[config.mk]
export PLATFORM = sky130hd
export DESIGN_NAME = mem_access_stage
export DESIGN_NICKNAME = d
export VERILOG_FILES = /design/src/rtl/mem_stage_pkg.sv /design/src/rtl/mem_access_stage_load_align.sv /design/src/rtl/mem_access_stage.sv
export SDC_FILE = /design/constraint.sdc
export NUM_CORES = 1
export LEC_CHECK = 0
export CAP_MARGIN = 20
export CORE_MARGIN = 8
export CORE_UTILIZATION = 33
export DETAILED_ROUTE_END_ITERATION = 10
export GPL_TIMING_DRIVEN = 0
export PLACE_DENSITY_LB_ADDON = 0.08
export REMOVE_ABC_BUFFERS = 1
export SLEW_MARGIN = 20
export SYNTH_ARGS = -nofsm -noshare
export SYNTH_HDL_FRONTEND = slang
export SYNTH_HIERARCHICAL = 1
export SYNTH_SLANG_ARGS = --single-unit
[constraint.sdc]
create_clock -name clk -period 1.3 [get_ports clk]
set_input_delay 0.13 -clock clk [delete_from_list [all_inputs] [get_ports clk]]
set_output_delay 0.13 -clock clk [all_outputs]
set_load 0.03 [all_outputs]
[src/rtl/mem_stage_pkg.sv]
// Shared definitions for the memory-access stage: control-word layout,
// funct3 encodings, FSM states and the alignment rule.
package mem_stage_pkg;

    localparam int CTRL_W      = 13;
    localparam int WB_CTRL_W   = 8;
    localparam int CTRL_MEM_WE = 12;
    localparam int CTRL_MEM_RE = 11;
    localparam int CTRL_F3_HI  = 10;
    localparam int CTRL_F3_LO  = 8;
    localparam int CTRL_RD_HI  = 7;
    localparam int CTRL_RD_LO  = 3;
    localparam int CTRL_REG_WE = 2;
    localparam int CTRL_SEL_HI = 1;
    localparam int CTRL_SEL_LO = 0;

    localparam logic [2:0] F3_LB  = 3'b000;
    localparam logic [2:0] F3_LH  = 3'b001;
    localparam logic [2:0] F3_LW  = 3'b010;
    localparam logic [2:0] F3_LBU = 3'b100;
    localparam logic [2:0] F3_LHU = 3'b101;
    localparam logic [2:0] F3_SB  = 3'b000;
    localparam logic [2:0] F3_SH  = 3'b001;
    localparam logic [2:0] F3_SW  = 3'b010;

    typedef enum logic {
        IDLE = 1'b0,
        WAIT = 1'b1
    } state_e;

    typedef struct packed {
        logic       mem_we;
        logic       mem_re;
        logic [2:0] funct3;
        logic [4:0] rd;
        logic       reg_we;
        logic [1:0] res_sel;
    } ctrl_t;

    // Access size lives in funct3[1:0]; 11 is treated as a word and never traps.
    function automatic logic is_misaligned(input logic [2:0] funct3, input logic [1:0] lane);
        logic mis;
        mis = 1'b0;
        case (funct3[1:0])
            2'b01:   mis = lane[0];
            2'b10:   mis = |lane;
            default: mis = 1'b0;
        endcase
        return mis;
    endfunction

endpackage

[src/rtl/mem_access_stage_load_align.sv]
// Load formatting: picks the addressed byte/halfword out of the read word
// and sign- or zero-extends it to 32 bits.
module load_align
    import mem_stage_pkg::*;
(
    input  logic [31:0] rdata,
    input  logic [1:0]  addr,
    input  logic [2:0]  funct3,
    output logic [31:0] result
);

    logic [7:0]  byte_sel;
    logic [15:0] half_sel;

    always_comb begin
        byte_sel = rdata[{addr, 3'b000} +: 8];
        half_sel = addr[1] ? rdata[31:16] : rdata[15:0];
        result   = rdata;
        case (funct3)
            F3_LB:   result = {{24{byte_sel[7]}}, byte_sel};
            F3_LH:   result = {{16{half_sel[15]}}, half_sel};
            F3_LBU:  result = {24'd0, byte_sel};
            F3_LHU:  result = {16'd0, half_sel};
            default: result = rdata;
        endcase
    end

endmodule

[src/rtl/mem_access_stage.sv]
// Memory-access stage with MEM/WB register: drives the data-memory req/ack
// port, stalls upstream while a request is outstanding, flags misalignment/timeouts.
module mem_access_stage
    import mem_stage_pkg::*;
#(
    parameter int size    = 32,
    parameter int TIMEOUT = 16,
    parameter int CNT_W   = 5
) (
    input  logic                 clk,
    input  logic                 reset,
    input  logic                 valid_i,
    input  logic [size-1:0]      FU_i,
    input  logic [size-1:0]      store_data_i,
    input  logic [size-1:0]      PCplus_i,
    input  logic [CTRL_W-1:0]    Control_Signal_i,
    output logic                 stall_o,
    output logic                 dmem_req,
    output logic                 dmem_we,
    output logic [size-1:0]      dmem_addr,
    output logic [3:0]           dmem_be,
    output logic [size-1:0]      dmem_wdata,
    input  logic [size-1:0]      dmem_rdata,
    input  logic                 dmem_ack,
    output logic                 valid_o,
    output logic [size-1:0]      FU_o,
    output logic [size-1:0]      MEM_result_o,
    output logic [size-1:0]      PCplus_o,
    output logic [WB_CTRL_W-1:0] Control_Signal_o,
    output logic                 exc_misalign_o,
    output logic                 exc_bus_o
);

    ctrl_t            ctrl;
    state_e           state_q, state_d;
    logic [CNT_W-1:0] cnt_q, cnt_d;

    logic             mem_op, is_store, is_load, misalign;
    logic             req, stall, done, mis_done, bus_err;
    logic [1:0]       lane;
    logic [3:0]       be;
    logic [size-1:0]  wdata, load_data;

    logic                 valid_q, valid_d;
    logic [size-1:0]      fu_q, fu_d;
    logic [size-1:0]      mem_q, mem_d;
    logic [size-1:0]      pc_q, pc_d;
    logic [WB_CTRL_W-1:0] ctrl_q, ctrl_d;
    logic                 mis_q, mis_d;
    logic                 bus_q, bus_d;

    assign ctrl     = ctrl_t'(Control_Signal_i);
    assign lane     = FU_i[1:0];
    assign mem_op   = valid_i & (ctrl.mem_we | ctrl.mem_re);
    assign is_store = ctrl.mem_we;
    assign is_load  = ctrl.mem_re & ~ctrl.mem_we;
    assign misalign = is_misaligned(ctrl.funct3, lane);

    // Byte-lane steering shared by loads and stores.
    always_comb begin
        be    = 4'b1111;
        wdata = store_data_i;
        case (ctrl.funct3[1:0])
            2'b00: begin
                be    = 4'b0001 << lane;
                wdata = {4{store_data_i[7:0]}};
            end
            2'b01: begin
                be    = 4'b0011 << lane;
                wdata = {2{store_data_i[15:0]}};
            end
            default: begin
                be    = 4'b1111;
                wdata = store_data_i;
            end
        endcase
    end

    load_align u_load_align (
        .rdata  (dmem_rdata),
        .addr   (lane),
        .funct3 (ctrl.funct3),
        .result (load_data)
    );

    always_comb begin
        state_d  = state_q;
        cnt_d    = cnt_q;
        req      = 1'b0;
        stall    = 1'b0;
        done     = 1'b0;
        mis_done = 1'b0;
        bus_err  = 1'b0;
        case (state_q)
            IDLE: begin
                if (mem_op && misalign) begin
                    done     = 1'b1;
                    mis_done = 1'b1;
                end else if (mem_op) begin
                    req = 1'b1;
                    if (dmem_ack) begin
                        done = 1'b1;
                    end else begin
                        stall   = 1'b1;
                        state_d = WAIT;
                        cnt_d   = CNT_W'(1);
                    end
                end else if (valid_i) begin
                    done = 1'b1;
                end
            end
            WAIT: begin
                req = 1'b1;
                // An ack on the last allowed cycle still completes normally.
                if (dmem_ack) begin
                    done    = 1'b1;
                    state_d = IDLE;
                    cnt_d   = '0;
                end else if (cnt_q == CNT_W'(TIMEOUT)) begin
                    done    = 1'b1;
                    bus_err = 1'b1;
                    state_d = IDLE;
                    cnt_d   = '0;
                end else begin
                    stall = 1'b1;
                    cnt_d = cnt_q + CNT_W'(1);
                end
            end
            default: begin
                state_d = IDLE;
                cnt_d   = '0;
            end
        endcase
    end

    // WB register loads every cycle; write-enable survives only on a clean completion.
    always_comb begin
        valid_d = done;
        fu_d    = FU_i;
        pc_d    = PCplus_i;
        mis_d   = mis_done;
        bus_d   = bus_err;
        ctrl_d  = {ctrl.rd, ctrl.reg_we & done & ~mis_done & ~bus_err, ctrl.res_sel};
        mem_d   = (done && req && dmem_ack && is_load) ? load_data : '0;
    end

    always_ff @(posedge clk or negedge reset) begin
        if (!reset) begin
            state_q <= IDLE;
            cnt_q   <= '0;
            valid_q <= 1'b0;
            fu_q    <= '0;
            mem_q   <= '0;
            pc_q    <= '0;
            ctrl_q  <= '0;
            mis_q   <= 1'b0;
            bus_q   <= 1'b0;
        end else begin
            state_q <= state_d;
            cnt_q   <= cnt_d;
            valid_q <= valid_d;
            fu_q    <= fu_d;
            mem_q   <= mem_d;
            pc_q    <= pc_d;
            ctrl_q  <= ctrl_d;
            mis_q   <= mis_d;
            bus_q   <= bus_d;
        end
    end

    assign dmem_req         = reset & req;
    assign stall_o          = reset & stall;
    assign dmem_we          = dmem_req & is_store;
    assign dmem_addr        = {FU_i[size-1:2], 2'b00};
    assign dmem_be          = dmem_req ? be : 4'b0000;
    assign dmem_wdata       = wdata;

    assign valid_o          = valid_q;
    assign FU_o             = fu_q;
    assign MEM_result_o     = mem_q;
    assign PCplus_o         = pc_q;
    assign Control_Signal_o = ctrl_q;
    assign exc_misalign_o   = mis_q;
    assign exc_bus_o        = bus_q;

endmodule

==> summary.txt <==
Status: complete, but fails checks
Failing checks: negative setup slack
Relative slew slack: 63.62%
Number of global-route vias before repair: 4760
CTS tree: done
Synth Area in Adders: 1.274%
Final period util: 135.2%
Die X-Extent: 138.0 um
Placed inst area: 0.007919 mm2
CP endpoint kind: output port
Worst skew pair latency: 0.41 ns
H-tree levels: 4
Min-delay src: FU_i[0]
Die boundary height: 138.0 um
First-pass GRT wire length: 28630 um
Post-Layout Inst Area: 0.009354 mm2
Mux contribution to synthesized area: 5.403%
Initial Util: 33.78%
Max-cap viol count: 0
DR vias/cell: 4.773
Clock transition at path regs: 0.05 ns
Grt ovf: 0
Initial antenna violation count: 1
Mapped Area: 0.004910 mm2
# IOs: 323
Clk sinks: 113
Maximum VDD drop: 893.8 uV
Row Count: 44
RePlAce Congestion: 0.7785
Synth unique cells: 46
Slew @ Worst Pin: 0.5457 ns
Routed via count: 4553
Most frequent cells in the layout: clkdlybuf4s50_1, dfrtp_1, dlygate4sd2_1, clkdlybuf4s15_1, buf_6
DRT iter0 DRCs: 202
Pwr per Cell Area: 1218 mW/mm2
Compound-gate portion of the synthesized area: 10.65%
Seq pwr share: 32.9%
First-pass DRT Iterations: 5
Layout cells sized above 1: 26.47%
Worst-path fanout max: 2
Clock power share: 42.8%
Fin. Hold Viols: 0
Clk_skew: 0.007095 ns
Switching pwr: 3096 uW
Post-synth ARST share: 100.0%
Final setup violation count: 55
HP Class: in -> reg
Reg2reg setup slack: -0.11 ns
P_leak: 0.004391 uW
Drt drc: 0
Setup WS pre-CTS: -2.178 ns
Reg2reg start: cnt_q[1]$_DFFE_PN0P_
Max Root-Sink Buffers: 2
Slew Viols, Final: 0
Antenna viol nets, final: 0
Combinational group share of total power: 24.3%
Critical Path AT: 1.63 ns
Crit path time final: 1.758 ns
#FFs+latches synth: 113
Average cell area after synthesis: 11.58 um2
Final hold slack: 0.09580 ns
Post-Synth XOR/XNOR Area: 0%
Switching fraction of total power: 27.18%
P&R area growth vs syn: 90.52%
Final worst setup slack: -0.4575 ns
Critical R2R Capture: cnt_q[2]$_DFFE_PN0P_
Port Buffers: 320
Placed Cells: 867
Worst R2R Path Depth: 7
Fmax: 569.0 MHz
Post-Syn Instances: 424
Worst Hold End: FU_o[0]$_DFF_PN0_
Number of buffers created by CTS: 17
Most common cell after layout, fill and taps aside: clkdlybuf4s50_1
Core ar.: 0.01453 mm2
Kind of critical path: reg -> out
Yosys warning total: 6
Detail Placement HPWL: 14150 um
Final design utilization: 64.36%
Final Non-Filler Cells: 954
Sequential fraction of the synthesis area: 57.59%
RSZ-0062 raised after global routing: true
Int Power: 8295 uW
Largest net degree at the start of global routing: 84
Hold depth: 1
Total wire length: 20430 um
Simple-gate share of the synthesized area: 15.29%
Worst setup SP type: flip-flop
DIE AREA: 0.01904 mm2
Average wire per cell in the routed design: 21.42 um
Worst endpoint required time: 1.17 ns
Overall track demand over capacity in global routing: 20.63%
Number of synthesized flops with an enable pin: 0
Largest family of logic cells by synthesized area: simple AND/OR/NAND/NOR gates
Post-synth top flop: dfrtp_1
Nets: 904
Root Buffer: clkbuf_16
-- state kept, by name, indices dropped and copies added, names as in the netlist --
name / flops
state_q: 1
exc_bus_o: 1
cnt_q: 5
MEM_result_o: 32
FU_o: 32
PCplus_o: 32
valid_o: 1
Control_Signal_o: 8
exc_misalign_o: 1
-- power by group through the flow --
stage	clock (uW)	combinational, uW	sequential, uW
2_1_floorplan	0	611	4110
3_3_place_gp	0	2340	3810
3_5_place_dp	0	2360	3820
4_1_cts	4980	2590	3740
5_1_grt	5180	2930	3760
6_report	4880	2770	3750
-- timing repair --
| action | in CTS | in global routing |
|---|---|---|
| hold endpoints to repair | 31 | 0 |
| setup endpoints to repair | 217 | 123 |
| pin swaps | 12 | 19 |
| resized for setup | 457 | 110 |
| hold buffers | 3 | 0 |
| cloned | 5 | 0 |
| setup buffers | 32 | 12 |
-- stage by stage --
stage | power, uW | setup TNS (ns)
detailed placement | 6182 | -131.94
CTS | 11300 | -8.724
global route | 11860 | -9.354
global placement | 6152 | -688.22
finish | 11390 | -6.160
floorplan | 4718 | -11.11
-- layout make-up --
| type | count | area [um2] |
|---|---|---|
| Tap cell | 184 | 230.2 |
| Antenna cell | 3 | 7.507 |
| Inverter | 8 | 37.54 |
| Sequential cell | 113 | 2829 |
| Fill cell | 1187 | 5180 |
| Clock buffer | 23 | 467.9 |
| Clock inverter | 9 | 155.1 |
| Multi-Input combinational cell | 244 | 1957 |
| Timing Repair Buffer | 370 | 3670 |
-- worst max path at each step --
stage                               startpoint              to  cells past startpoint
after global placement                   reset      dmem_be[1]                      4
after global routing      cnt_q[1]$_DFFE_PN0P_         stall_o                      7
final                     cnt_q[1]$_DFFE_PN0P_         stall_o                      7
after floorplan            Control_Signal_i[8]      dmem_be[0]                      5
after detailed placement   Control_Signal_i[8]  dmem_wdata[16]                      6
after CTS                 cnt_q[1]$_DFFE_PN0P_         stall_o                      7
-- kinds of logic (layout without fill, tap and decap cells) --
group | Yosys count | after routing
adder cells (fa/ha/maj) | 5 | 5
buffers and inverters | 71 | 410
multiplexers | 24 | 24
other | 1 | 5
AND/OR/NAND/NOR | 140 | 143
AO/OA/AOI/OAI | 70 | 70
flip-flops | 113 | 113
-- critical path, cell delays in order, from the launching register on --
cell and delay [ns]:
dfrtp_1 0.39, inv_2 0.08, ha_4 0.14, nand4bb_4 0.14
nand2_4 0.11, o41ai_4 0.07, and2_1 0.16, buf_6 0.14
-- per-layer routing --
| layer | vias up | share of wire (%) | wire length (um) | GRT usage [%] |
|---|---|---|---|---|
| met4 | 0 | 1.5 | 311 | 7.104 |
| met3 | 20 | 11 | 2334 | 8.696 |
| met1 | 2205 | 35 | 7090 | 21.11 |
| met5 | - | 0 | 0 | 0 |
| met2 | 250 | 52 | 10700 | 36.97 |
| li1 | 2078 | - | - | - |
-- Yosys cell counts (all sizes together), types with 2 or more instances --
master	number	area, um2
dfrtp	113	2828
buf	53	409.2
nand2	44	165.2
and2	34	212.7
nand3	18	95.09
a21oi	14	70.07
mux2i	13	130.1
nor2	12	47.55
clkbuf	10	37.54
mux2	10	112.6
a22oi	9	67.56
nand3b	9	67.56
nor2b	9	56.30
a22o	8	70.07
inv	8	30.03
o21ai	8	40.03
o22a	8	70.07
o211ai	6	50.05
ha	5	62.56
nand2b	5	31.28
o22ai	4	25.02
a21o	3	22.52
and3	2	12.51
nor4	2	12.51
o2bb2ai	2	17.52
Power figures use the tool's default switching activity.
